`src/rtl/pipe_stage_reg.sv`:
```
// rtl/pipe_stage_reg.sv - elastic two-entry pipeline stage register with flush, kill nulling and stall counter
module pipe_stage_reg #(
    parameter int DATA_W    = 96,
    parameter int EXC_W     = 5,
    parameter int KILL_CODE = 10,
    parameter int CNT_W     = 16
) (
    input  logic              clk,
    input  logic              reset,
    input  logic              flush,
    input  logic              in_valid,
    output logic              in_ready,
    input  logic [31:0]       in_pc,
    input  logic [31:0]       in_instr,
    input  logic              in_bd,
    input  logic [EXC_W-1:0]  in_exc,
    input  logic [DATA_W-1:0] in_data,
    output logic              out_valid,
    input  logic              out_ready,
    output logic [31:0]       out_pc,
    output logic [31:0]       out_instr,
    output logic              out_bd,
    output logic [EXC_W-1:0]  out_exc,
    output logic [DATA_W-1:0] out_data,
    output logic [CNT_W-1:0]  stall_cnt
);

    typedef struct packed {
        logic [31:0]       pc;
        logic [31:0]       instr;
        logic              bd;
        logic [EXC_W-1:0]  exc;
        logic [DATA_W-1:0] data;
    } entry_t;

    typedef enum logic [1:0] {
        EMPTY = 2'd0,
        ONE   = 2'd1,
        TWO   = 2'd2
    } state_t;

    state_t            state_q, state_d;
    entry_t            head_q, head_d;
    entry_t            skid_q, skid_d;
    entry_t            in_entry;
    logic [CNT_W-1:0]  stall_q, stall_d;
    logic              accept;
    logic              pop;

    // in_ready decodes only the state register, so out_ready never reaches it
    assign in_ready  = (state_q != TWO);
    assign out_valid = (state_q != EMPTY);
    assign accept    = in_valid & in_ready;
    assign pop       = out_valid & out_ready;

    always_comb begin
        in_entry.pc    = in_pc;
        in_entry.instr = in_instr;
        in_entry.bd    = in_bd;
        in_entry.exc   = in_exc;
        in_entry.data  = in_data;
        if (in_exc == EXC_W'(KILL_CODE)) begin
            in_entry.instr = '0;
        end
    end

    always_comb begin
        state_d = state_q;
        head_d  = head_q;
        skid_d  = skid_q;
        case (state_q)
            EMPTY: begin
                if (accept) begin
                    state_d = ONE;
                    head_d  = in_entry;
                end
            end
            ONE: begin
                if (accept && pop) begin
                    head_d = in_entry;
                end else if (accept) begin
                    state_d = TWO;
                    skid_d  = in_entry;
                end else if (pop) begin
                    state_d = EMPTY;
                    head_d  = '0;
                end
            end
            TWO: begin
                if (pop) begin
                    state_d = ONE;
                    head_d  = skid_q;
                    skid_d  = '0;
                end
            end
            default: begin
                state_d = EMPTY;
                head_d  = '0;
                skid_d  = '0;
            end
        endcase
        if (flush) begin
            state_d = EMPTY;
            head_d  = '0;
            skid_d  = '0;
        end
    end

    // Stall counter survives flush so redirect storms stay visible
    always_comb begin
        stall_d = stall_q;
        if (out_valid && !out_ready && (stall_q != {CNT_W{1'b1}})) begin
            stall_d = stall_q + CNT_W'(1);
        end
    end

    always_ff @(posedge clk) begin
        if (reset) begin
            state_q <= EMPTY;
            head_q  <= '0;
            skid_q  <= '0;
            stall_q <= '0;
        end else begin
            state_q <= state_d;
            head_q  <= head_d;
            skid_q  <= skid_d;
            stall_q <= stall_d;
        end
    end

    assign out_pc    = out_valid ? head_q.pc    : '0;
    assign out_instr = out_valid ? head_q.instr : '0;
    assign out_bd    = out_valid ? head_q.bd    : 1'b0;
    assign out_exc   = out_valid ? head_q.exc   : '0;
    assign out_data  = out_valid ? head_q.data  : '0;
    assign stall_cnt = stall_q;

endmodule

```
`config.mk`:
```
export PLATFORM = sky130hd
export DESIGN_NAME = pipe_stage_reg
export DESIGN_NICKNAME = d
export VERILOG_FILES = /design/src/rtl/pipe_stage_reg.sv
export SDC_FILE = /design/constraint.sdc
export NUM_CORES = 1
export LEC_CHECK = 0
export CELL_PAD_IN_SITES_DETAIL_PLACEMENT = 0
export CELL_PAD_IN_SITES_GLOBAL_PLACEMENT = 1
export CORE_ASPECT_RATIO = 2
export CORE_MARGIN = 2
export CORE_UTILIZATION = 42
export CTS_BUF_LIST = sky130_fd_sc_hd__clkbuf_8
export DETAILED_ROUTE_END_ITERATION = 6
export PLACE_DENSITY = 0.86
export SETUP_SLACK_MARGIN = 0.3
export SLEW_MARGIN = 20
export SYNTH_ARGS = -nofsm -noshare
export SYNTH_HDL_FRONTEND = slang
export SYNTH_SLANG_ARGS = --single-unit
```
`constraint.sdc`:
```
create_clock -name clk -period 2.89 [get_ports clk]
set_input_delay 0.7225 -clock clk [delete_from_list [all_inputs] [get_ports clk]]
set_output_delay 0.7225 -clock clk [all_outputs]
set_load 0.01 [all_outputs]
```
# Word level (Yosys, flattened, before mapping)
# Cells that the tools add are included.
classes:
  eq_ne: 12
  bitwise_logic: 3
  n_mux: 20
  n_reduce_logical: 10
  addsub: 1
ops:
  columns: ["operator", "n"]
  rows:
  - ["two-way mux 166 bit", 6]
  - ["case mux 166 bit (3 select lines)", 2]
  - ["two-way mux 32 bit", 3]
  - ["two-way mux 96 bit", 1]
  - ["adder 16 x 1 -> 16 bit, second input constant", 1]
  - ["!= test 16 bit, second input constant", 1]
  - ["AND reduction 4 bit", 3]
  - ["two-way mux 2 bit", 5]
  - ["!= test 2 bit, second input constant", 5]
  - ["!= test 3 bit, second input constant", 3]
  - ["case mux 2 bit (3 select lines)", 1]
  - ["equality test 5 x 4 -> 1 bit, second input constant", 1]
  - ["two-way mux 5 bit", 1]
  - ["logical AND 1 bit", 3]
  - ["AND 1 bit", 2]
  - ["equality test 2 x 1 -> 1 bit, second input constant", 1]
  - ["equality test 2 bit, second input constant", 1]
  - ["logical NOT 2 bit", 1]
  - ["nonzero test 2 bit", 1]
  - ["OR reduction 2 bit", 1]
  - ["logical NOT 1 bit", 1]
  - ["two-way mux 1 bit", 1]
  - ["NOT 1 bit", 1]
word_totals:
  register_bits: 350
  out_inout_bits: 184
  input_bits: 171
  wordCells: 58

# Depth between registers and ports, before layout
depth:
  depth_word: 6
  ltp_mapped: 8

# Least setup slack after synthesis
# Ideal clock, no wire load.
synth_timing:
  path_type: "register to output"
  start: "register state_q[1]"
  end: "output port out_data[0]"
  path_stages_with_launch: 7
  setup_slack_ns: 0.782
  t_arrival_ns: 1.385
  path_cell_list: "dfxtp_1 > buf_4 > or2_2 > clkbuf_1 > clkbuf_1 > clkbuf_1 > and2_1"
synth_via:
  elab_chain_len: 2
synth_rtl:
  columns: ["element", "line_no", "rtl"]
  rows:
  - ["from (decl)", "42", "state_t state_q, state_d;"]
  - ["from (signal assigned)", "124", "state_q <= state_d;"]
  - ["nonzero test 2 bit", "52", "assign out_valid = (state_q != EMPTY);"]
  - ["two-way mux 96 bit", "135", "assign out_data = out_valid ? head_q.data : '0;"]
  - ["to (decl)", "24", "output logic [DATA_W-1:0] out_data,"]
# No other way between the ends.

# Worst setup path after layout
layout_timing:
  start: "register state_q[1]"
  end: "output port out_data[79]"
# Same word-level chain as after synthesis.

==> results_dict.tcl <==
set metrics [dict create \
    rsz0062_at_grt "true" \
    hold_buffers 0 \
    synth-seq-cells 350 \
    cpMostUsedCell "buf_12" \
    grt_pass1_wl_um 80490 \
    worstRegToRegCells 7 \
    drive_gt1_frac 0.1772 \
    place_congestion 0.8698 \
    tightest_slew_ns 0.6554 \
    crit_family "buffers and inverters" \
    dieArea_um2 39400 \
    critical_path_buf_inv_count 4 \
    max_cap_violations 0 \
    cts_root_buf "clkbuf_8" \
    path_clk_slew_ns 0.07 \
    finalWirelength_um 52580 \
    ir_drop_mv 0.3786 \
    critPathRequiredTime_ns 2.17 \
    status "finished, final reports clean" \
    period_needed_ns 2.698 \
    cp_num_cells 6 \
    max-slew-margin-rel 0.5630 \
    synth.most_common_cell "dfxtp_1" \
    synth_top_area_cell "dfxtp_1" \
    crit_arrival_ns 1.98 \
    cts_max_level 2 \
    clockBufferDepth 3 \
    die_y_um 278.7 \
    slowest_stage "dfxtp_4" \
    antenna_found_initial 3 \
    synthDistinctLibCells 45 \
    grt_usage 0.2543 \
    vias 14310 \
    synth_warnings 0 \
    drtIter0Drc 998 \
    grt_overflow 0 \
    wl_per_cell_um 20.99 \
    fin_tns_setup_ns 0 \
    synth.area.top_cells "dfxtp_1 (44%), and2_1 (12%), mux2i_1 (8.6%), a32o_1 (8.2%), a22oi_1 (7.7%)" \
    end_kind "output pin" \
    cts-buffers-inserted 51 \
    syn_nets 1884 \
    clkLatencyLatePin_ns 0.59 \
    hold_viol 0 \
    start_kind "register" \
    hp-class "register to register" \
    fin_ws_ns 0.1923 \
    ys_seq_area_frac 0.4421 \
    port_buffers 354 \
    area_delta_synth_final_pct 33.66 \
    period_share 0.9335 \
    ys_top_cells_by_count "dfxtp_1 (350), and2_1 (304), nor2_1 (277), a22oi_1 (162), mux2i_1 (136)" \
    critPathKind "register to output pin" \
    cts_tree "done" \
    drc 0 \
    cp_max_fo 9 \
    synth_area_per_cell_um2 9.257 \
    core_um2 37160 \
    ant_nets 0 \
    worstPathCellList "or2_4 -> buf_12 -> buf_12 -> buf_12 -> and2_4 -> buf_2" \
    ioPinCount 355 \
    grt_pass1_vias 14220 \
    dp_hpwl_um 32430 \
    vias_per_cell 5.711 \
    setup_viol 0 \
    hold-path-cell-count 1 \
    start_util 0.4265 \
    place_inst 2390 \
    slew_viol_final 0 \
    p_leak_nw 8.348 \
    place_ws_ns 0.06015 \
    dr.pass1.iters 5 \
    skew_ns 0.01638 \
    nNetsFinal 2176 \
    grt_max_degree 88 \
    synthArstFlopShare 0 \
    synth_top_area_share 0.4421 \
    fmax_ghz 0.3707 \
    cp_slowest_stage_delay_ns 0.36 \
    ys.flop_type "dfxtp_1" \
    dieWidth_um 141.4 \
    syn_inst 1712 \
    power_density_nw_per_um2 501.0 \
    fp-row-count 100 \
    cts_num_sinks 350 \
    synth_edf_count 0 \
    syn_area_um2 15850 \
    final_cells 2505 \
]
==> cell type report <==
| class | count | area (um2) |
|---|---|---|
| diodes | 3 | 7.507 |
| clock buffers | 70 | 963.4 |
| clock inverters | 22 | 151.4 |
| fillers | 3331 | 15980 |
| inverters | 3 | 13.76 |
| multi-input cells | 1180 | 8275 |
| flip-flops and latches | 350 | 7014 |
| well taps | 459 | 574.3 |
| repair buffers | 418 | 4183 |
==> routing by layer <==
layer	global-route usage	part of all wire
met4	0.1179	0.045
met5	0	0
met1	0.2841	0.37
met2	0.4578	0.52
met3	0.05179	0.060
==> layout by cell type (no fill, tap or decap), types with 4 or more instances in the layout <==
cell,netlist,final
clkdlybuf4s15_2,0,15
nand4_1,5,5
and2_1,304,257
dfxtp_1,350,348
nand3_1,7,7
a22o_1,32,32
nor2_1,277,276
buf_16,0,6
clkinv_2,0,6
buf_4,5,27
dlymetal6s2s_1,0,11
inv_1,2,14
or3_1,8,8
mux2i_1,136,136
a21oi_1,14,13
o21ai_0,11,11
clkbuf_2,1,16
a32o_1,130,130
clkbuf_8,0,70
or4_1,4,4
a22oi_1,162,162
buf_12,0,27
a222oi_1,4,4
and3_1,7,7
buf_6,1,41
nand2_1,10,10
and2_4,0,47
buf_2,42,79
nor3_1,4,4
o2bb2ai_1,33,32
clkdlybuf4s50_1,0,187
==> timing repair <==
action,4_1_cts,5_1_grt
cloned,7,3
pin swaps,4,23
setup endpoints to repair,168,167
buffers inserted,7,3
gates resized for setup,563,144
==> logic make-up (layout without fill, tap and decap cells) <==
group	count (synthesis)	after routing	synth area share
DFF	350	350	0.4421
AOI/OAI and AO/OA	398	398	0.2120
buffers and inverters	183	513	0.04840
adders and majority gates	1	1	0.0007894
other	0	3	0
and+or+nand+nor	641	642	0.2087
muxes	139	139	0.08803
==> power breakdown <==
group	internal [mW]	total, mW	switching [mW]
logic	0.690	1.36	0.665
clock network	2.33	4.29	1.96
registers	4.92	4.97	0.0522
total	7.94	10.6	2.67
==> registers in the layout, summed over array words and instances, names as in the netlist <==
| name | count |
|---|---|
| stall_cnt | 16 |
| head_q | 166 |
| skid_q | 166 |
| state_q | 2 |
==> worst paths after layout <==
check                        endpoint  slack, ns                startpoint
max                      out_data[79]       0.19   state_q[1]$_SDFFE_PP0P_
min          head_q[112]$_SDFFE_PP0P_       0.46  head_q[112]$_SDFFE_PP0P_
max reg2reg   head_q[60]$_SDFFE_PP0P_       0.62   state_q[1]$_SDFFE_PP0P_
min reg2reg  head_q[112]$_SDFFE_PP0P_       0.46  head_q[112]$_SDFFE_PP0P_
==> metrics by stage <==
step | hold slack, ns | util | power, mW | instance area (um2)
floorplan | 0.4242 | - | 5.767 | 15850
global placement | 0.4447 | 0.5348 | 6.320 | 19880
detailed placement | 0.4426 | 0.5348 | 6.336 | 19880
CTS | 0.4589 | 0.5649 | 10.69 | 20990
global route | 0.4794 | 0.5700 | 11.04 | 21180
finish | 0.4558 | 0.5700 | 10.61 | 21180
(Power assumes the default switching activity.)
